<file path="src/rtl/mem_arb_pkg.sv">
// rtl/mem_arb_pkg.sv - shared types and width codes for the memory port arbiter
package mem_arb_pkg;

  // Which requester owns the read response arriving next cycle
  typedef enum logic [1:0] {
    NONE = 2'd0,
    FE   = 2'd1,
    MEM  = 2'd2
  } owner_e;

  // Access width codes, shared with the memory block
  localparam logic [1:0] WIDTH_BYTE = 2'b00;
  localparam logic [1:0] WIDTH_HALF = 2'b01;
  localparam logic [1:0] WIDTH_WORD = 2'b10;

endpackage

</file>
<file path="src/rtl/mem_arbiter_if.sv">
// rtl/mem_arbiter_if.sv - fetch, mem-stage and memory-port bundle around the arbiter
interface mem_arbiter_if;

  // fetch stage
  logic        fe_req;
  logic [31:2] fe_addr;
  logic        fe_ack;
  logic        fe_error;
  logic        fe_rvalid;
  logic [31:0] fe_data;

  // mem stage
  logic        mem_req;
  logic [31:0] mem_addr;
  logic        mem_write;
  logic [31:0] mem_wdata;
  logic [1:0]  mem_width;
  logic        mem_extend;
  logic        mem_ack;
  logic        mem_error;
  logic        mem_rvalid;
  logic [31:0] mem_rdata;

  // unified memory port
  logic        m_req;
  logic [31:0] m_addr;
  logic        m_write;
  logic [31:0] m_wdata;
  logic [1:0]  m_width;
  logic        m_extend;
  logic        m_error;
  logic [31:0] m_rdata;

  // arbiter side
  modport slave (
    input  fe_req, fe_addr,
    output fe_ack, fe_error, fe_rvalid, fe_data,
    input  mem_req, mem_addr, mem_write, mem_wdata, mem_width, mem_extend,
    output mem_ack, mem_error, mem_rvalid, mem_rdata,
    output m_req, m_addr, m_write, m_wdata, m_width, m_extend,
    input  m_error, m_rdata
  );

  // pipeline stages plus memory side
  modport master (
    output fe_req, fe_addr,
    input  fe_ack, fe_error, fe_rvalid, fe_data,
    output mem_req, mem_addr, mem_write, mem_wdata, mem_width, mem_extend,
    input  mem_ack, mem_error, mem_rvalid, mem_rdata,
    input  m_req, m_addr, m_write, m_wdata, m_width, m_extend,
    output m_error, m_rdata
  );

endinterface

</file>
<file path="src/rtl/mem_arbiter.sv">
// rtl/mem_arbiter.sv - fetch/mem-stage arbiter for a single-port memory with starvation guard
module mem_arbiter
  import mem_arb_pkg::*;
#(
  parameter int STARVE_LIMIT = 4
) (
  input logic          clk,
  input logic          reset,
  mem_arbiter_if.slave bus
);

  localparam int              CW    = $clog2(STARVE_LIMIT + 1);
  localparam logic [CW-1:0]   LIMIT = CW'(STARVE_LIMIT);

  logic [CW-1:0] starve_cnt;
  logic [CW-1:0] starve_next;
  owner_e        owner_r;
  owner_e        owner_next;
  logic [31:0]   fe_data_r;
  logic [31:0]   mem_data_r;

  logic grant_fe;
  logic grant_mem;
  logic grant_any;
  logic fe_resp;
  logic mem_resp;

  // Mem stage wins conflicts unless fetch has lost STARVE_LIMIT times in a row
  always_comb begin
    grant_fe  = bus.fe_req & (~bus.mem_req | (starve_cnt == LIMIT));
    grant_mem = bus.mem_req & ~grant_fe;
    grant_any = grant_fe | grant_mem;
  end

  // Memory port mux; fetch is always a word load
  always_comb begin
    bus.m_addr   = {bus.fe_addr, 2'b00};
    bus.m_write  = 1'b0;
    bus.m_wdata  = '0;
    bus.m_width  = WIDTH_WORD;
    bus.m_extend = 1'b0;
    if (grant_mem) begin
      bus.m_addr   = bus.mem_addr;
      bus.m_write  = bus.mem_write;
      bus.m_wdata  = bus.mem_wdata;
      bus.m_width  = bus.mem_width;
      bus.m_extend = bus.mem_extend;
    end
    // A faulting access never reaches the memory
    bus.m_req = grant_any & ~bus.m_error;
  end

  // Acks and faults are reported in the grant cycle
  always_comb begin
    bus.fe_ack    = grant_fe;
    bus.fe_error  = grant_fe & bus.m_error;
    bus.mem_ack   = grant_mem;
    bus.mem_error = grant_mem & bus.m_error;
  end

  // Next owner of the response slot and next starvation count
  always_comb begin
    owner_next = NONE;
    if (bus.m_req && !bus.m_write) begin
      owner_next = grant_fe ? FE : MEM;
    end
    starve_next = starve_cnt;
    if (!bus.fe_req || grant_fe) begin
      starve_next = '0;
    end else if (grant_mem && (starve_cnt != LIMIT)) begin
      starve_next = starve_cnt + CW'(1);
    end
  end

  // Owner and starvation state
  always_ff @(posedge clk or posedge reset) begin
    if (reset) begin
      owner_r    <= NONE;
      starve_cnt <= '0;
    end else begin
      owner_r    <= owner_next;
      starve_cnt <= starve_next;
    end
  end

  // Capture response data so each requester sees its last read held stable
  always_ff @(posedge clk or posedge reset) begin
    if (reset) begin
      fe_data_r  <= '0;
      mem_data_r <= '0;
    end else begin
      if (fe_resp) begin
        fe_data_r <= bus.m_rdata;
      end
      if (mem_resp) begin
        mem_data_r <= bus.m_rdata;
      end
    end
  end

  // Route the returning read data to its owner, bypassing the hold register
  always_comb begin
    fe_resp        = (owner_r == FE);
    mem_resp       = (owner_r == MEM);
    bus.fe_rvalid  = fe_resp;
    bus.mem_rvalid = mem_resp;
    bus.fe_data    = fe_resp ? bus.m_rdata : fe_data_r;
    bus.mem_rdata  = mem_resp ? bus.m_rdata : mem_data_r;
  end

endmodule

</file>
<file path="src/flat_wrapper.sv">
// flat-port wrapper written by rule: the top's interface ports become plain ports
module mem_arbiter_flat import mem_arb_pkg::*;
#(
  parameter int STARVE_LIMIT = 4
)
  (clk, reset, bus_fe_req, bus_fe_addr, bus_fe_ack, bus_fe_error, bus_fe_rvalid, bus_fe_data, bus_mem_req, bus_mem_addr, bus_mem_write, bus_mem_wdata, bus_mem_width, bus_mem_extend, bus_mem_ack, bus_mem_error, bus_mem_rvalid, bus_mem_rdata, bus_m_req, bus_m_addr, bus_m_write, bus_m_wdata, bus_m_width, bus_m_extend, bus_m_error, bus_m_rdata);
  mem_arbiter_if bus_i ();
  input logic clk;
  input logic reset;
  input wire logic [$bits(bus_i.fe_req)-1:0] bus_fe_req;
  input wire logic [$bits(bus_i.fe_addr)-1:0] bus_fe_addr;
  output wire logic [$bits(bus_i.fe_ack)-1:0] bus_fe_ack;
  output wire logic [$bits(bus_i.fe_error)-1:0] bus_fe_error;
  output wire logic [$bits(bus_i.fe_rvalid)-1:0] bus_fe_rvalid;
  output wire logic [$bits(bus_i.fe_data)-1:0] bus_fe_data;
  input wire logic [$bits(bus_i.mem_req)-1:0] bus_mem_req;
  input wire logic [$bits(bus_i.mem_addr)-1:0] bus_mem_addr;
  input wire logic [$bits(bus_i.mem_write)-1:0] bus_mem_write;
  input wire logic [$bits(bus_i.mem_wdata)-1:0] bus_mem_wdata;
  input wire logic [$bits(bus_i.mem_width)-1:0] bus_mem_width;
  input wire logic [$bits(bus_i.mem_extend)-1:0] bus_mem_extend;
  output wire logic [$bits(bus_i.mem_ack)-1:0] bus_mem_ack;
  output wire logic [$bits(bus_i.mem_error)-1:0] bus_mem_error;
  output wire logic [$bits(bus_i.mem_rvalid)-1:0] bus_mem_rvalid;
  output wire logic [$bits(bus_i.mem_rdata)-1:0] bus_mem_rdata;
  output wire logic [$bits(bus_i.m_req)-1:0] bus_m_req;
  output wire logic [$bits(bus_i.m_addr)-1:0] bus_m_addr;
  output wire logic [$bits(bus_i.m_write)-1:0] bus_m_write;
  output wire logic [$bits(bus_i.m_wdata)-1:0] bus_m_wdata;
  output wire logic [$bits(bus_i.m_width)-1:0] bus_m_width;
  output wire logic [$bits(bus_i.m_extend)-1:0] bus_m_extend;
  input wire logic [$bits(bus_i.m_error)-1:0] bus_m_error;
  input wire logic [$bits(bus_i.m_rdata)-1:0] bus_m_rdata;
  assign bus_i.fe_req = bus_fe_req;
  assign bus_i.fe_addr = bus_fe_addr;
  assign bus_fe_ack = bus_i.fe_ack;
  assign bus_fe_error = bus_i.fe_error;
  assign bus_fe_rvalid = bus_i.fe_rvalid;
  assign bus_fe_data = bus_i.fe_data;
  assign bus_i.mem_req = bus_mem_req;
  assign bus_i.mem_addr = bus_mem_addr;
  assign bus_i.mem_write = bus_mem_write;
  assign bus_i.mem_wdata = bus_mem_wdata;
  assign bus_i.mem_width = bus_mem_width;
  assign bus_i.mem_extend = bus_mem_extend;
  assign bus_mem_ack = bus_i.mem_ack;
  assign bus_mem_error = bus_i.mem_error;
  assign bus_mem_rvalid = bus_i.mem_rvalid;
  assign bus_mem_rdata = bus_i.mem_rdata;
  assign bus_m_req = bus_i.m_req;
  assign bus_m_addr = bus_i.m_addr;
  assign bus_m_write = bus_i.m_write;
  assign bus_m_wdata = bus_i.m_wdata;
  assign bus_m_width = bus_i.m_width;
  assign bus_m_extend = bus_i.m_extend;
  assign bus_i.m_error = bus_m_error;
  assign bus_i.m_rdata = bus_m_rdata;
  mem_arbiter #(.STARVE_LIMIT(STARVE_LIMIT)) u_core (.clk(clk), .reset(reset), .bus(bus_i));
endmodule
</file>
<file path="config.mk">
export PLATFORM = sky130hd
export DESIGN_NAME = mem_arbiter_flat
export DESIGN_NICKNAME = d
export VERILOG_FILES = /design/src/rtl/mem_arb_pkg.sv /design/src/rtl/mem_arbiter_if.sv /design/src/rtl/mem_arbiter.sv /design/src/flat_wrapper.sv
export SDC_FILE = /design/constraint.sdc
export NUM_CORES = 1
export LEC_CHECK = 0
export ABC_AREA = 1
export ABC_CLOCK_PERIOD_IN_PS = 2200
export BUFFER_PORTS_ARGS = -buffer_cell sky130_fd_sc_hd__buf_4
export CAP_MARGIN = 20
export CORE_ASPECT_RATIO = 0.75
export CORE_MARGIN = 10
export CORE_UTILIZATION = 36
export CTS_BUF_LIST = sky130_fd_sc_hd__clkbuf_8
export DETAILED_ROUTE_END_ITERATION = 16
export GPL_TIMING_DRIVEN = 0
export PLACE_DENSITY = 0.79
export SYNTH_ARGS = -nofsm -noshare
export SYNTH_HDL_FRONTEND = slang
export SYNTH_SLANG_ARGS = --single-unit
</file>
<file path="constraint.sdc">
create_clock -name clk -period 2.2 [get_ports clk]
set_input_delay 0.44 -clock clk [delete_from_list [all_inputs] [get_ports clk]]
set_output_delay 0.44 -clock clk [all_outputs]
set_load 0.01 [all_outputs]
</file>
=== Word-level counts from Yosys, hierarchy flattened ===
Cells that the tools add are included.

* Bitwise operators: 10
* Equality and inequality tests: 4
* Reduce and logical (&&, ||, !) cells: 6
* Mux-type cells: 11
* Add/sub/neg operators: 1

{| class="wikitable"
|+ Operators by type and width
! cell !! count
|-
| 32-bit 2-to-1 mux || 4
|-
| 2-bit 2-to-1 mux || 3
|-
| 3-bit 2-to-1 mux || 2
|-
| 1-bit bitwise AND || 5
|-
| 3-bit by 1-bit adder with 3-bit output, second input constant || 1
|-
| 3-bit equality test, second input constant || 1
|-
| 3-bit inequality test, second input constant || 1
|-
| 1-bit NOT || 3
|-
| 2-bit by 1-bit equality test with 1-bit output, second input constant || 1
|-
| 2-bit equality test, second input constant || 1
|-
| 1-bit logical AND || 2
|-
| 1-bit logical NOT || 2
|-
| 1-bit 2-to-1 mux || 2
|-
| 1-bit bitwise OR || 2
|-
| 2-bit nonzero test || 1
|-
| 1-bit logical OR || 1
|}

* Register bits after elaboration: 69
* Output and inout port bits: 139
* Input bits: 135
* Logic and storage cells: 36

=== Longest topological paths before layout ===
* Word-level depth: 9
* Depth in mapped cells: 10
* Gate-level depth less buffers: 9

=== Worst setup path before layout ===
OpenSTA, ideal clock, no wires.

* Path kind: reg-to-output
* From: register u_core.starve_cnt[0]
* To: output port bus_m_wdata[12]
* Cell stages (with the launch flop): 10
* Path buffers: 2
* Path slack: 0.457 ns
* Required time: 1.760 ns
* Data arrival time: 1.303 ns
* Path through: dfrtp_1 -> inv_1 -> ha_1 -> nand2_1 -> nand2_1 -> nand2_2 -> nand2_2 -> buf_6 -> buf_6 -> nor2_1

* Cells in the longest elaborated chain, start to end: 6

{| class="wikitable"
|+ RTL lines
! element !! line !! RTL
|-
| start, declared || mem_arbiter.sv:15 || <nowiki>logic [CW-1:0] starve_cnt;</nowiki>
|-
| start signal, assigned || mem_arbiter.sv:82 || <nowiki>starve_cnt <= starve_next;</nowiki>
|-
| 3-bit equality test || mem_arbiter.sv:30 || <nowiki>grant_fe = bus.fe_req & (~bus.mem_req | (starve_cnt == LIMIT));</nowiki>
|-
| 1-bit bitwise OR || mem_arbiter.sv:30 ||
|-
| 1-bit bitwise AND || mem_arbiter.sv:30 ||
|-
| 1-bit NOT || mem_arbiter.sv:31 || <nowiki>grant_mem = bus.mem_req & ~grant_fe;</nowiki>
|-
| 1-bit bitwise AND || mem_arbiter.sv:31 ||
|-
| 32-bit 2-to-1 mux || mem_arbiter.sv:42 || <nowiki>if (grant_mem) begin</nowiki>
|-
| end, declared || flat_wrapper.sv:29 || <nowiki>output wire logic [$bits(bus_i.m_wdata)-1:0] bus_m_wdata;</nowiki>
|}

No other way between the ends.

=== Worst setup path in the final report ===
* From: register u_core.starve_cnt[0]
* To: output port bus_m_addr[23]

* Cells in the longest elaborated chain, start to end: 6

{| class="wikitable"
|+ RTL lines
! element !! line !! RTL
|-
| 3-bit equality test || mem_arbiter.sv:30 ||
|-
| 1-bit bitwise OR || mem_arbiter.sv:30 ||
|-
| 1-bit bitwise AND || mem_arbiter.sv:30 ||
|-
| 1-bit NOT || mem_arbiter.sv:31 ||
|-
| 1-bit bitwise AND || mem_arbiter.sv:31 ||
|-
| 32-bit 2-to-1 mux || mem_arbiter.sv:42 ||
|-
| end, declared || flat_wrapper.sv:27 || <nowiki>output wire logic [$bits(bus_i.m_addr)-1:0] bus_m_addr;</nowiki>
|}

No other way between the ends.

==> flow_summary_export.csv <==
group,metric,value,unit
setup_path,crit_chain,"inv_2 > ha_4 > nand2_4 > nand2_2 > nand2_2 > nand2_4 > buf_12 > inv_8 > buf_8 > nand2_2 > nand2_2 > buf_6",
synth,syn-cell-area,0.003308,mm^2
cts,hold_buffers,0,
timing,hold_viol,0,
global_routing,grt_max_degree,45,
drt,vias_per_cell,4.670,
cts,clockBufferDepth,2,
setup_path,cp.required,1.76,ns
timing,post-route-min-period,2.307,ns
drt,dr.pass1.iters,4,
cts,htreeDepth,3,
setup_path,r2r_cells,10,
synth,syn-num-nets,587,
placed_design,gp_congestion,0.8578,
cells_and_area,syn2layout_area_growth,97.81,%
cells_and_area,layout_common_cells,"buf_4 (239), nand2_1 (130), inv_1 (78)",
power_and_ir_drop,leakagePower,3.726,nW
setup_path,end_kind,"primary output",
worst_hold_path,hp-class,"input port to async pin",
cells_and_area,final_nets,887,
global_routing,grt_overflow,0,
synth,synth_area_leaders,"dfrtp_1 (52%), nand2_1 (18%), o21ai_0 (9.7%)",
timing,rsz0062_at_grt,"yes",
cts,cts.sinks,69,
synth,synth_xor_area_share,0.2648,%
cells_and_area,final_common_cell,"buf_4",
timing,skew,0.01019,ns
synth,synth-seq-cells,69,
cts,cts_buffers,9,
drt,drt-wirelength-per-cell,18.58,um
floorplanning,start_util,36.72,%
cells_and_area,postLayoutCoreUtil,72.64,%
floorplanning,die_area,0.01346,mm^2
timing,drv_slew,0,
run_status,outcome,"complete, but fails checks",
setup_path,worst_setup_path_start_kind,"flop",
timing,finalSetupViolCount,31,
synth,yosysUniqueCellTypes,17,
timing,period_share,104.9,%
cells_and_area,fill_cells,672,
synth,synthSimpleGateAreaFrac,23.90,%
timing,tightest_slew,0.5577,ns
run_status,violations,"setup timing",
timing,timing.final.ws_setup,-0.1072,ns
flow_run,cap_violations,0,
synth,synth_top_area_share,52.19,%
synth,synthAdderAreaFrac,0.7564,%
floorplanning,die_h,103.0,um
setup_path,worst-setup-path-type,"flop to primary output",
timing,slew_headroom,62.77,%
placed_design,pre_cts_slack,0.1649,ns
cells_and_area,diodes,0,
cts,root_buffer,"clkbuf_8",
drt,route.detailed.drc,0,
cells_and_area,drive_gt1_share,53.99,%
setup_path,critPathMaxFanout,6,
setup_path,critical_path_arrival,1.87,ns
setup_path,rr_endpoint,"u_core.owner_r[0]",
synth,synth_top_family_by_area,"simple AND/OR/NAND/NOR gates",
timing,fmax,0.4334,GHz
setup_path,crit_path_frequent_cell,"nand2_2",
synth,avgSynthCellArea,7.351,um^2
placed_design,detailed_place_hpwl,12.48,mm
synth,synth_compound_area_share,9.909,%
cts,clk_pin_slew,0.07,ns
cts,cts_tree,"done",
setup_path,r2r-start,"u_core.starve_cnt[0]",
floorplanning,row_count,30,
global_routing,grt_pass1_wl,22.34,mm
synth,synth_top_cell_by_area,"dfrtp_1",
setup_path,reg2reg_slack,0.80,ns
global_routing,track_usage,21.71,%
floorplanning,ios,274,
synth,synth_mux_area_share,0,%
drt,wirelength,16.05,mm
drt,ant_nets,0,
placed_design,io_buffers,273,
drt,dr_total_vias,4035,
floorplanning,die-width,130.7,um
global_routing,antenna_found_initial,0,
floorplanning,core_area,0.009009,mm^2
setup_path,critPathMaxStageDelay,0.37,ns
power_and_ir_drop,peakVddDrop,0.0004801,V
synth,yosys_warnings,0,
cts,clock_latency,0.34,ns
synth,netlist_instances,450,
global_routing,grt_pass1_vias,4155,
drt,drtIter0Drc,165,
setup_path,cpMaxStageDelayCell,"dfrtp_1",
setup_path,crit_buf_inv,5,
power_and_ir_drop,power_density,649.2,mW/mm^2
synth,yosysSeqAreaShare,52.19,%
setup_path,path_delay_family,"buffers and inverters",
routing by layer:
metal	track usage (%)	up-vias	wire length (um)
met5	0	-	0
met4	7.076	0	268
met3	7.760	26	1384
met2	36.99	175	8392
met1	24.98	1898	6004
li1	-	1936	-
registers in the layout, summed over array words and instances (netlist names):
signal             cells
u_core.starve_cnt      3
u_core.mem_data_r     32
u_core.fe_data_r      32
u_core.owner_r         2
layout make-up:
type	instances	area, um^2	area share [%]
plain buffers	22	200.2	3.059
clock buffers	10	137.6	2.103
clock inverters	3	16.27	0.2486
inverters	82	315.3	4.818
multi-input cells	276	1546	23.63
flip-flops and latches	69	1727	26.39
well taps	112	140.1	2.141
repair buffers	290	2461	37.61
logic make-up after synthesis:
family	Yosys count
adders and majority gates	2
DFF	69
buffers and inverters	105
and+or+nand+nor	208
AOI/OAI and AO/OA	65
xor gates and xnor gates	1
power breakdown:
group	internal (mW)	switching, mW
combinational	0.899	0.902
sequential	1.53	0.0747
clock	0.414	0.425
worst max-delay path by stage:
stage,start,endpoint,slack (ns),cells past startpoint
4_1_cts,u_core.starve_cnt[0],bus_m_wdata[16],-0.11,11
2_1_floorplan,reset,u_core.fe_data_r[0],0.02,1
5_1_grt,u_core.starve_cnt[0],bus_m_addr[9],-0.19,12
6_report,u_core.starve_cnt[0],bus_m_addr[23],-0.11,12
3_3_place_gp,reset,u_core.fe_data_r[12],-0.71,2
3_5_place_dp,u_core.starve_cnt[0],bus_m_addr[23],0.16,10
metrics by stage:
stage	TNS [ns]	cell area (um^2)	cells	hold slack, ns	total power, mW
2_1_floorplan	0	3308	450	0.4315	2.232
3_3_place_gp	-48.55	5498	835	0.4469	3.117
3_5_place_dp	0	5518	836	0.4713	3.168
4_1_cts	-1.598	6147	863	0.1505	4.155
5_1_grt	-6.535	6544	864	0.1822	4.509
6_report	-1.793	6544	864	0.1509	4.248
what timing repair did:
action | in CTS | in global routing
gates cloned | 5 | 1
gates resized for setup | 118 | 151
endpoints found under the setup margin | 128 | 125
buffers inserted | 9 | 3
pin swaps | 12 | 7
hold endpoints to repair | 0 | 0
synthesized netlist by cell type:
| cell type | count |
|---|---|
| buf_1 | 1 |
| buf_2 | 7 |
| buf_4 | 1 |
| buf_6 | 3 |
| clkbuf_1 | 11 |
| dfrtp_1 | 69 |
| ha_1 | 2 |
| inv_1 | 80 |
| inv_2 | 2 |
| nand2_1 | 158 |
| nand2_2 | 2 |
| nand3_1 | 2 |
| nor2_1 | 45 |
| o211ai_1 | 1 |
| o21ai_0 | 64 |
| or2_1 | 1 |
| xnor2_1 | 1 |
worst register-to-register path, delay by kind of cell, from the launching register on:
kind                     cells  cell delay (ns)
AND/OR/NAND/NOR              6             0.45
flip-flops                   1             0.39
buffers and inverters        3             0.36
adder cells (fa/ha/maj)      1             0.14
Power figures use the tool's default switching activity.
